File: config.mk
export PLATFORM = sky130hd
export DESIGN_NAME = io_port
export DESIGN_NICKNAME = d
export VERILOG_FILES = /design/src/rtl/io_port.sv
export SDC_FILE = /design/constraint.sdc
export NUM_CORES = 1
export LEC_CHECK = 0
export CAP_MARGIN = 10
export CORE_MARGIN = 2
export CORE_UTILIZATION = 58
export DETAILED_ROUTE_END_ITERATION = 6
export PLACE_DENSITY = 0.94
export SKIP_CTS_REPAIR_TIMING = 1
export SLEW_MARGIN = 10
export SYNTH_ARGS = -nofsm -noshare
export SYNTH_HDL_FRONTEND = slang
export SYNTH_SLANG_ARGS = --single-unit
File: constraint.sdc
create_clock -name clk -period 3.28 [get_ports clk]
set_input_delay 0.328 -clock clk [delete_from_list [all_inputs] [get_ports clk]]
set_output_delay 0.328 -clock clk [all_outputs]
set_load 0.01 [all_outputs]
File: src/rtl/io_port.sv
// CPU-side port block: an outbound {port, data} FIFO drained by a valid/ready
// consumer, and four inbound registers with per-port fresh/overrun flags.
module io_port #(
  parameter int DATA_W      = 8,
  parameter int OFIFO_DEPTH = 4
) (
  input  logic              clk,
  input  logic              reset_n,
  input  logic              we_port,
  input  logic              rd_port,
  input  logic [1:0]        port_sel,
  input  logic [DATA_W-1:0] wdata,
  output logic [DATA_W-1:0] rdata,
  output logic              stall,
  output logic              out_valid,
  input  logic              out_ready,
  output logic [1:0]        out_port,
  output logic [DATA_W-1:0] out_data,
  input  logic              in_strobe,
  input  logic [1:0]        in_port,
  input  logic [DATA_W-1:0] in_data,
  output logic [3:0]        in_fresh,
  output logic [3:0]        in_ovf
);

  localparam int PTR_W = $clog2(OFIFO_DEPTH);
  localparam int CNT_W = $clog2(OFIFO_DEPTH + 1);
  localparam int ENT_W = DATA_W + 2;

  logic [ENT_W-1:0]  mem_q [OFIFO_DEPTH];
  logic [PTR_W-1:0]  wr_ptr_q, wr_ptr_d;
  logic [PTR_W-1:0]  rd_ptr_q, rd_ptr_d;
  logic [CNT_W-1:0]  count_q, count_d;
  logic              push, pop, full;

  logic [DATA_W-1:0] in_reg_q [4];
  logic [DATA_W-1:0] in_reg_d [4];
  logic [3:0]        in_fresh_q, in_fresh_d;
  logic [3:0]        in_ovf_q, in_ovf_d;

  // Outbound control: a pop frees the slot the push needs, so full+pop accepts.
  assign full      = (count_q == CNT_W'(OFIFO_DEPTH));
  assign out_valid = (count_q != '0);
  assign pop       = out_valid && out_ready;
  assign stall     = reset_n && full && !pop;
  assign push      = we_port && !stall;
  assign {out_port, out_data} = mem_q[rd_ptr_q];

  always_comb begin
    wr_ptr_d = wr_ptr_q;
    rd_ptr_d = rd_ptr_q;
    count_d  = count_q;
    if (push) wr_ptr_d = wr_ptr_q + PTR_W'(1);
    if (pop)  rd_ptr_d = rd_ptr_q + PTR_W'(1);
    case ({push, pop})
      2'b10:   count_d = count_q + CNT_W'(1);
      2'b01:   count_d = count_q - CNT_W'(1);
      default: count_d = count_q;
    endcase
  end

  always_ff @(posedge clk) begin
    if (!reset_n) begin
      wr_ptr_q <= '0;
      rd_ptr_q <= '0;
      count_q  <= '0;
    end else begin
      wr_ptr_q <= wr_ptr_d;
      rd_ptr_q <= rd_ptr_d;
      count_q  <= count_d;
    end
  end

  // Entry storage is never cleared; count alone decides what is valid.
  always_ff @(posedge clk) begin
    if (reset_n && push) mem_q[wr_ptr_q] <= {port_sel, wdata};
  end

  // Inbound: a same-cycle strobe beats a read, and a read of that port excuses the overrun.
  generate
    for (genvar gi = 0; gi < 4; gi++) begin : g_in
      logic wr_hit, rd_hit;
      assign wr_hit         = in_strobe && (in_port == 2'(gi));
      assign rd_hit         = rd_port && (port_sel == 2'(gi));
      assign in_reg_d[gi]   = wr_hit ? in_data : in_reg_q[gi];
      assign in_fresh_d[gi] = wr_hit | (in_fresh_q[gi] & ~rd_hit);
      assign in_ovf_d[gi]   = in_ovf_q[gi] | (wr_hit & in_fresh_q[gi] & ~rd_hit);
    end
  endgenerate

  always_ff @(posedge clk) begin
    if (!reset_n) begin
      for (int i = 0; i < 4; i++) in_reg_q[i] <= '0;
      in_fresh_q <= '0;
      in_ovf_q   <= '0;
    end else begin
      for (int i = 0; i < 4; i++) in_reg_q[i] <= in_reg_d[i];
      in_fresh_q <= in_fresh_d;
      in_ovf_q   <= in_ovf_d;
    end
  end

  assign rdata    = in_reg_q[port_sel];
  assign in_fresh = in_fresh_q;
  assign in_ovf   = in_ovf_q;

endmodule
==> impl_metrics.env, run 1 <==
export IMPL_setup_tns_ns=0
export IMPL_core_um2=6240
export IMPL_fin_nets=312
export IMPL_clkPwrFrac_pct=24.3
export IMPL_critical_path_required_ns=2.95
export IMPL_cp_max_fo=10
export IMPL_cap_viol_max_count=0
export IMPL_clk_pin_slew_ns=0.08
export IMPL_leakage_nw=1.56
export IMPL_cp_start_kind="primary input"
export IMPL_swShare_pct=25.6
export IMPL_gp_congestion=0.746
export IMPL_cts_htree_levels=3
export IMPL_slew_headroom_pct=56.4
export IMPL_status="completed"
export IMPL_worst_setup_path_type="in2out"
export IMPL_drc=0
export IMPL_antenna_found_initial=0
export IMPL_max_freq_mhz=381
export IMPL_die_area_um2=7020
export IMPL_fin_util_pct=71.2
export IMPL_cts_sinks=89
export IMPL_yosysWarnings=0
export IMPL_power_frac_comb_pct=20.9
export IMPL_tightest_slew_ns=0.652
export IMPL_synth_cells=221
export IMPL_cpPeakStageDelay_ns=0.88
export IMPL_cts_buffer_depth=2
export IMPL_layout_drive_gt1_share_pct=17.6
export IMPL_p_switching_w=0.000650
export IMPL_synth_avg_cell_area_um2=16.7
export IMPL_post_place_ws_ns=0.556
export IMPL_clockRootBuffer="clkbuf_8"
export IMPL_holdCritPathClass="reg2reg"
export IMPL_die_height_um=83.8
export IMPL_num_rows=29
export IMPL_pwr_share_seq_pct=54.8
export IMPL_ys_seq_area_share_pct=67.8
export IMPL_cts_buffers=9
export IMPL_synth_edf_count=72
export IMPL_track_usage_pct=23.0
export IMPL_fillers=367
export IMPL_cp_data_arrival_time_ns=2.30
export IMPL_rrSetupSlack_ns=0.92
export IMPL_cp_end_kind="primary output"
export IMPL_dr_pass1_iters=4
export IMPL_internal_power_w=0.00189
export IMPL_ant_nets=0
export IMPL_slew_violations=0
export IMPL_diodes=0
export IMPL_setup_ws_ns=0.655
export IMPL_cp_cell_sequence="clkdlybuf4s50_1 -> mux4_2 -> clkdlybuf4s50_1"
export IMPL_grt_start_max_net_pins=29
export IMPL_grt_overflow_total=0
export IMPL_final_common_cell="edfxtp_1"
export IMPL_clock_skew_ns=0.00758
export IMPL_wl_per_cell_um=20.2
export IMPL_grt_pass1_wl_um=11800
export IMPL_io_pins=54
export IMPL_ys_types=39
export IMPL_finalHoldViolCount=0
export IMPL_cp_slowest_cell="clkdlybuf4s50_1"
export IMPL_finalCriticalPeriod_ns=2.62
export IMPL_multi_input_comb_area_um2=1100
export IMPL_synth_flop_cell="edfxtp_1"
export IMPL_wirelength_um=7290
export IMPL_dp_hpwl_um=5100
export IMPL_synth_area_um2=3690
export IMPL_setup_viol=0
export IMPL_final_cell_mix="72 x edfxtp_1, 53 x clkdlybuf4s50_1, 18 x mux4_2"
export IMPL_cts_tree="yes"
export IMPL_start_util_pct=59.1
export IMPL_drtIter0Drc=198
export IMPL_vias=2049
export IMPL_synth_seq_cells=89
export IMPL_syn_nets=253
export IMPL_cpMostUsedCell="clkdlybuf4s50_1"
export IMPL_power_density_nw_per_um2=572
export IMPL_io_buffer_count=53
export IMPL_async_reset_ff_share_pct=0
export IMPL_viasPerCell=5.68
export IMPL_ir_drop_v=0.000406
export IMPL_seqCellArea_um2=2500
export IMPL_clk_latency_ns=0.36
export IMPL_period_share_pct=80.0
export IMPL_grt_pass1_vias=2223
export IMPL_rsz0062_at_grt="no"
export IMPL_syn_to_final_growth_pct=20.3
export IMPL_die_w_um=83.8
==> Yosys cell counts, types with 2 or more instances <==
| cell | instances | share of area, % |
|---|---|---|
| buf_2 | 2 | 0.27 |
| and2_1 | 17 | 2.9 |
| o21ai_0 | 3 | 0.41 |
| mux4_2 | 18 | 11 |
| nand2_1 | 11 | 1.1 |
| nor2_1 | 8 | 0.81 |
| buf_6 | 2 | 0.61 |
| a31o_2 | 2 | 0.47 |
| nand2b_1 | 2 | 0.34 |
| and2_2 | 8 | 1.6 |
| a21oi_1 | 3 | 0.41 |
| dfxtp_1 | 17 | 9.2 |
| mux2i_1 | 2 | 0.54 |
| xor2_1 | 3 | 0.71 |
| clkbuf_1 | 2 | 0.20 |
| nand3_1 | 2 | 0.27 |
| buf_4 | 3 | 0.61 |
| edfxtp_1 | 72 | 59 |
| a32o_1 | 2 | 0.54 |
| inv_1 | 6 | 0.61 |
| or3_1 | 2 | 0.34 |
| and3_1 | 13 | 2.2 |
| ha_1 | 5 | 1.7 |
==> final timing paths <==
path                                               from                      end  depth (start not counted)
worst max-delay path                        port_sel[0]                 rdata[4]                          3
worst min-delay path               in_ovf[1]$_SDFF_PN0_     in_ovf[1]$_SDFF_PN0_                          1
worst max register to register  count_q[0]$_SDFFE_PN0P_  count_q[2]$_SDFFE_PN0P_                          9
worst min register to register     in_ovf[1]$_SDFF_PN0_     in_ovf[1]$_SDFF_PN0_                          1
==> cell families (layout without fill, tap and decap cells) <==
logic type | count (synthesis) | count (layout) | synth area share (%)
muxes | 20 | 20 | 11.5
DFF | 89 | 89 | 67.8
buffers and inverters | 16 | 79 | 2.44
AOI/OAI and AO/OA | 15 | 15 | 3.12
xor gates and xnor gates | 4 | 4 | 0.949
adders and majority gates | 6 | 6 | 2.24
and+or+nand+nor | 71 | 71 | 11.9
==> state kept, by name (all words and copies together), names as in the netlist, named ones only <==
register  flops
mem_q        40
in_reg_q     32
in_fresh      4
in_ovf        4
count_q       3
rd_ptr_q      2
wr_ptr_q      2
==> layer usage <==
| metal | up-vias | wire (um) | global-route usage, % |
|---|---|---|---|
| met5 | - | 0 | 0 |
| met4 | 0 | 146 | 9.24 |
| met3 | 12 | 356 | 5.74 |
| met2 | 68 | 3910 | 38.6 |
| met1 | 1009 | 2870 | 28.9 |
| li1 | 960 | - | - |
==> power by group through the flow <==
stage / Combinational, W / Sequential [W] / Clock [W]
after floorplan: 0.000337 / 0.00137 / 0
after global placement: 0.000505 / 0.00142 / 0
after detailed placement: 0.000535 / 0.00142 / 0
after CTS: 0.000537 / 0.00139 / 0.000621
after global routing: 0.000571 / 0.00141 / 0.000668
final: 0.000532 / 0.00139 / 0.000616
==> worst max-delay path: cells and delay by family <==
family   cells  cell delay, ns
mux          1            0.59
buf+inv      2            1.37
==> per-stage QoR <==
step / cells / hold slack [ns] / power (W) / instance area (um^2)
final: 361 / 0.473 / 0.00254 / 4440
after global routing: 361 / 0.510 / 0.00265 / 4440
after CTS: 361 / 0.474 / 0.00255 / 4440
after detailed placement: 346 / 0.446 / 0.00196 / 4290
after global placement: 346 / 0.445 / 0.00192 / 4290
after floorplan: 221 / 0.427 / 0.00170 / 3690
==> layout make-up <==
cell class,instances,share of cell area (%)
clock buffer,12,3.04
multi-input combinational,116,24.7
sequential,89,56.3
clock inverter,3,0.423
inverter,6,0.507
tap,77,2.17
timing repair buffer,58,12.8
(Power assumes the default switching activity.)
==> inputs of run 2 (changes only) <==
- CORE_UTILIZATION: 58 -> 48
- PLACE_DENSITY: 0.94 -> 0.85
- clock period: 3.28 -> 2.15 ns (I/O delays scaled with it)
==> impl_metrics.env, run 2 (same netlist as run 1, synthesis figures left out) <==
export IMPL_status="completed"
export IMPL_finalCriticalPeriod_ns=2.12
export IMPL_cts_sinks=89
export IMPL_largest_reg_flops=40
export IMPL_die_w_um=91.7
export IMPL_track_usage_pct=17.3
export IMPL_cp_data_arrival_time_ns=2.43
export IMPL_gp_congestion=0.735
export IMPL_leakage_nw=1.79
export IMPL_gr_max_usage_layer="met2"
export IMPL_worst_path_dominant_cell_family="simple AND/OR/NAND/NOR gates"
export IMPL_max_freq_mhz=471
export IMPL_cp_end_kind="flop"
export IMPL_cap_viol_max_count=0
export IMPL_reg_largest_list="mem_q x40, in_reg_q x32"
export IMPL_grt_pass1_wl_um=10900
export IMPL_use_met3_pct=4.19
export IMPL_wl_per_cell_um=16.8
export IMPL_top_register="mem_q"
export IMPL_cpPeakStageDelay_ns=0.34
export IMPL_rsz0062_at_grt="yes"
export IMPL_finalHoldViolCount=0
export IMPL_final_common_cell="edfxtp_1"
export IMPL_cp_slowest_cell="dfxtp_2"
export IMPL_wirelength_um=6730
export IMPL_fin_util_pct=64.3
export IMPL_cp_max_fo=2
export IMPL_holdCritPathClass="in2reg"
export IMPL_clockRootBuffer="clkbuf_8"
export IMPL_cts_tree="yes"
export IMPL_core_um2=7330
export IMPL_diodes=0
export IMPL_cp_cell_sequence="nor4b_4 -> and2_4 -> nand2b_4 -> ha_2 -> inv_1 -> fa_2 -> xor2_1 -> or3_1 -> a21oi_1"
export IMPL_die_area_um2=8410
export IMPL_antenna_found_initial=0
export IMPL_cts_htree_levels=3
export IMPL_slew_violations=0
export IMPL_met2_usage_pct=29.4
export IMPL_critical_path_required_ns=2.45
export IMPL_final_instance_count_excl_fill=400
export IMPL_final_cell_mix="72 x edfxtp_1, 42 x clkdlybuf4s50_1, 19 x buf_4"
export IMPL_viasPerCell=5.22
export IMPL_tightest_slew_ns=0.536
export IMPL_period_share_pct=98.7
export IMPL_io_pins=54
export IMPL_dp_hpwl_um=4660
export IMPL_grt_start_max_net_pins=29
export IMPL_dp_cells=381
export IMPL_path_buf_inv=1
export IMPL_dr_pass1_iters=4
export IMPL_power_density_nw_per_um2=888
export IMPL_ant_nets=0
export IMPL_setup_viol=0
export IMPL_num_rows=31
export IMPL_clk_latency_ns=0.36
export IMPL_clock_skew_ns=0.0131
export IMPL_slew_headroom_pct=64.3
export IMPL_io_buffer_count=53
export IMPL_cts_buffers=9
export IMPL_drc=0
export IMPL_start_util_pct=50.3
export IMPL_fin_nets=328
export IMPL_vias=2086
export IMPL_clk_pin_slew_ns=0.10
export IMPL_grt_pass1_vias=2159
export IMPL_ir_drop_v=0.000418
export IMPL_cts_buffer_depth=2
export IMPL_layout_drive_gt1_share_pct=25.9
export IMPL_drtIter0Drc=120
export IMPL_grt_overflow_total=0
export IMPL_grtUsageMet1_pct=21.1
export IMPL_worst_setup_path_type="reg2reg"
export IMPL_cp_start_kind="flop"
export IMPL_die_height_um=91.7
export IMPL_syn_to_final_growth_pct=27.8
==> run 2: final cells by class <==
cell class	instances	area, um^2
clock buffers	9	124
clock inverters	7	76.3
fillers	486	2620
inverters	6	22.5
multi-input cells	116	1120
flip-flops and latches	89	2510
well taps	99	124
repair buffers	74	741
==> run 2: metrics by stage <==
step / area, um^2 / worst slack, ns / power [W] / hold slack [ns] / TNS, ns
2_1_floorplan: 3710 / 0.0326 / 0.00262 / 0.314 / 0
3_5_place_dp: 4440 / -0.431 / 0.00307 / 0.452 / -0.616
5_1_grt: 4720 / -0.0482 / 0.00437 / 0.497 / -0.0682
6_report: 4720 / 0.0277 / 0.00419 / 0.479 / 0
3_3_place_gp: 4440 / -0.366 / 0.00303 / 0.457 / -0.491
4_1_cts: 4640 / -0.0742 / 0.00419 / 0.470 / -0.439
==> run 2: metal layers <==
| layer | vias up | wire (um) |
|---|---|---|
| li1 | 986 | - |
| met1 | 1040 | 2840 |
| met2 | 49 | 3470 |
| met3 | 11 | 282 |
| met4 | 0 | 144 |
| met5 | - | 0 |
==> run 2: report_power, final <==
| part | switching [W] | internal [W] | total [W] |
|---|---|---|---|
| clock | 0.000596 | 0.000544 | 0.00114 |
| sequential | 0.0000797 | 0.00200 | 0.00208 |
| combinational | 0.000404 | 0.000566 | 0.000969 |
| total | 0.00108 | 0.00311 | 0.00419 |
==> run 2: worst paths after layout <==
kind | start | endpoint | slack [ns] | cells past startpoint
max | count_q[0]$_SDFFE_PN0P_ | count_q[2]$_SDFFE_PN0P_ | 0.03 | 9
min reg2reg | in_ovf[2]$_SDFF_PN0_ | in_ovf[2]$_SDFF_PN0_ | 0.48 | 2
min | out_ready | flop | 0.48 | 5
max reg2reg | count_q[0]$_SDFFE_PN0P_ | count_q[2]$_SDFFE_PN0P_ | 0.03 | 9
==> run 2: worst register-to-register path, stage by stage, from the launching register on <==
cell,delay (ns)
dfxtp_2,0.34
nor4b_4,0.29
and2_4,0.19
nand2b_4,0.11
ha_2,0.17
inv_1,0.05
fa_2,0.33
xor2_1,0.15
or3_1,0.31
a21oi_1,0.14
==> inputs of run 3 (changes only) <==
- ABC_AREA: not set -> 1
==> impl_metrics.env, run 3 <==
export IMPL_status="completed"
export IMPL_seqCellArea_um2=2500
export IMPL_synth_area_top_cells="edfxtp_1 60%, dfxtp_1 9.4%, nor2_1 6.7%"
export IMPL_max_freq_mhz=479
export IMPL_cp_max_fo=20
export IMPL_tightest_slew_ns=0.345
export IMPL_antenna_found_initial=0
export IMPL_fin_util_pct=62.2
export IMPL_async_reset_ff_share_pct=0
export IMPL_num_rows=31
export IMPL_clk_latency_ns=0.34
export IMPL_final_instance_count_excl_fill=500
export IMPL_cp_end_kind="primary output"
export IMPL_synth_most_common_cell="edfxtp_1"
export IMPL_synth_commonest_cells="72 x edfxtp_1, 65 x nor2_1, 41 x nand2_1"
export IMPL_clock_skew_ns=0.00341
export IMPL_vias=2596
export IMPL_syn_nets=357
export IMPL_track_usage_pct=19.5
export IMPL_wl_per_cell_um=15.7
export IMPL_top_register="mem_q"
export IMPL_viasPerCell=5.19
export IMPL_slew_violations=0
export IMPL_io_pins=54
export IMPL_reg_largest_list="mem_q x40, in_reg_q x32"
export IMPL_cp_start_kind="flop"
export IMPL_dr_pass1_iters=5
export IMPL_drc=0
export IMPL_die_w_um=90.9
export IMPL_synth_edf_count=72
export IMPL_ys_types=24
export IMPL_die_area_um2=8260
export IMPL_clk_pin_slew_ns=0.08
export IMPL_syn_to_final_growth_pct=25.1
export IMPL_synth_area_um2=3620
export IMPL_synth_avg_cell_area_um2=11.2
export IMPL_final_cell_mix="72 x edfxtp_1, 65 x nor2_1, 51 x clkdlybuf4s50_1"
export IMPL_worst_setup_path_type="reg2out"
export IMPL_cts_tree="yes"
export IMPL_cts_buffer_depth=2
export IMPL_largest_reg_flops=40
export IMPL_multi_input_comb_area_um2=958
export IMPL_die_height_um=90.9
export IMPL_synth_cells=325
export IMPL_grt_overflow_total=0
export IMPL_fin_area_um2=4540
export IMPL_cts_sinks=89
export IMPL_yosys_area_top_type="edfxtp_1"
export IMPL_rsz0062_at_grt="no"
export IMPL_layout_drive_gt1_share_pct=12.2
export IMPL_fin_nets=428
export IMPL_synth_seq_cells=89
export IMPL_final_common_cell="edfxtp_1"
export IMPL_drtIter0Drc=178
export IMPL_yosysWarnings=0
export IMPL_fillers=597
export IMPL_io_buffer_count=53
export IMPL_leakage_nw=1.74
export IMPL_synth_flop_cell="edfxtp_1"
export IMPL_dp_hpwl_um=5640
export IMPL_grt_start_max_net_pins=21
export IMPL_grt_pass1_vias=2608
export IMPL_place_area_um2=4350
export IMPL_slew_headroom_pct=76.9
export IMPL_cp_data_arrival_time_ns=1.87
export IMPL_cts_htree_levels=3
export IMPL_grt_pass1_wl_um=12400
export IMPL_holdCritPathClass="in2reg"
export IMPL_critical_path_required_ns=1.93
export IMPL_clockRootBuffer="clkbuf_8"
export IMPL_diodes=0
export IMPL_gp_congestion=0.912
export IMPL_core_um2=7290
export IMPL_wirelength_um=7860
export IMPL_power_density_nw_per_um2=854
export IMPL_ir_drop_v=0.000349
export IMPL_cap_viol_max_count=0
export IMPL_setup_viol=0
export IMPL_cts_buffers=9
export IMPL_finalCriticalPeriod_ns=2.09
export IMPL_period_share_pct=97.0
export IMPL_start_util_pct=49.7
export IMPL_ys_seq_area_share_pct=69.0
export IMPL_finalHoldViolCount=0
export IMPL_ant_nets=0
export IMPL_dp_cells=484
export IMPL_synth_top_cell_area_share_pct=59.6
[run 3: area by class of cell]
cell class              count  share of cell area [%]
clock buffers              10                    2.81
clock inverters             6                   0.938
inverters                  35                    2.90
multi-input cells         194                    21.1
flip-flops and latches     89                    55.2
well taps                  99                    2.73
repair buffers             67                    14.3
[run 3: cells by family (layout without fill, tap and decap cells)]
kind of cell / Yosys count / count (layout) / synth area share, %
simple gates: 131 / 131 / 15.3
buf+inv: 42 / 118 / 4.52
fa+ha+maj: 6 / 6 / 2.28
flops: 89 / 89 / 69.0
compound gates: 57 / 57 / 8.87
[run 3: stage by stage]
step                TNS (ns)  power, W  setup slack (ns)  hold slack (ns)
floorplan                  0   0.00249             0.492            0.314
global placement           0   0.00285             0.103            0.460
detailed placement         0   0.00290            0.0369            0.459
CTS                   -0.367   0.00388            -0.109            0.479
global route               0   0.00405            0.0118            0.332
finish                     0   0.00388            0.0641            0.328
[run 3: path summary, 6_finish.rpt]
path,start,to,slack [ns],depth (start not counted)
max reg2reg,count_q[1]$_SDFFE_PN0P_,count_q[2]$_SDFFE_PN0P_,0.32,13
min,port_sel[0],mem_q[2][8]$_DFFE_PP_,0.33,2
max,flop,out_data[7],0.06,4
min reg2reg,in_ovf[2]$_SDFF_PN0_,in_ovf[2]$_SDFF_PN0_,0.47,2
[run 3: per-layer routing]
layer	routed length, um	track usage (%)	part of all wire [%]
met2	4170	35.8	53
met5	0	0	0
met3	338	4.26	4.3
met4	116	6.57	1.5
met1	3240	22.4	41
[run 3: critical path, stage by stage, from the launching register on]
cell and delay (ns):
dfxtp_1 0.38, buf_6 0.20, o21ai_0 0.15, o22ai_1 0.23, clkdlybuf4s50_1 0.57
[run 3: power by group]
group	internal (W)	switching, W	total [W]
logic	0.000384	0.000457	0.000841
registers	0.00198	0.0000610	0.00204
clock network	0.000424	0.000574	0.000998
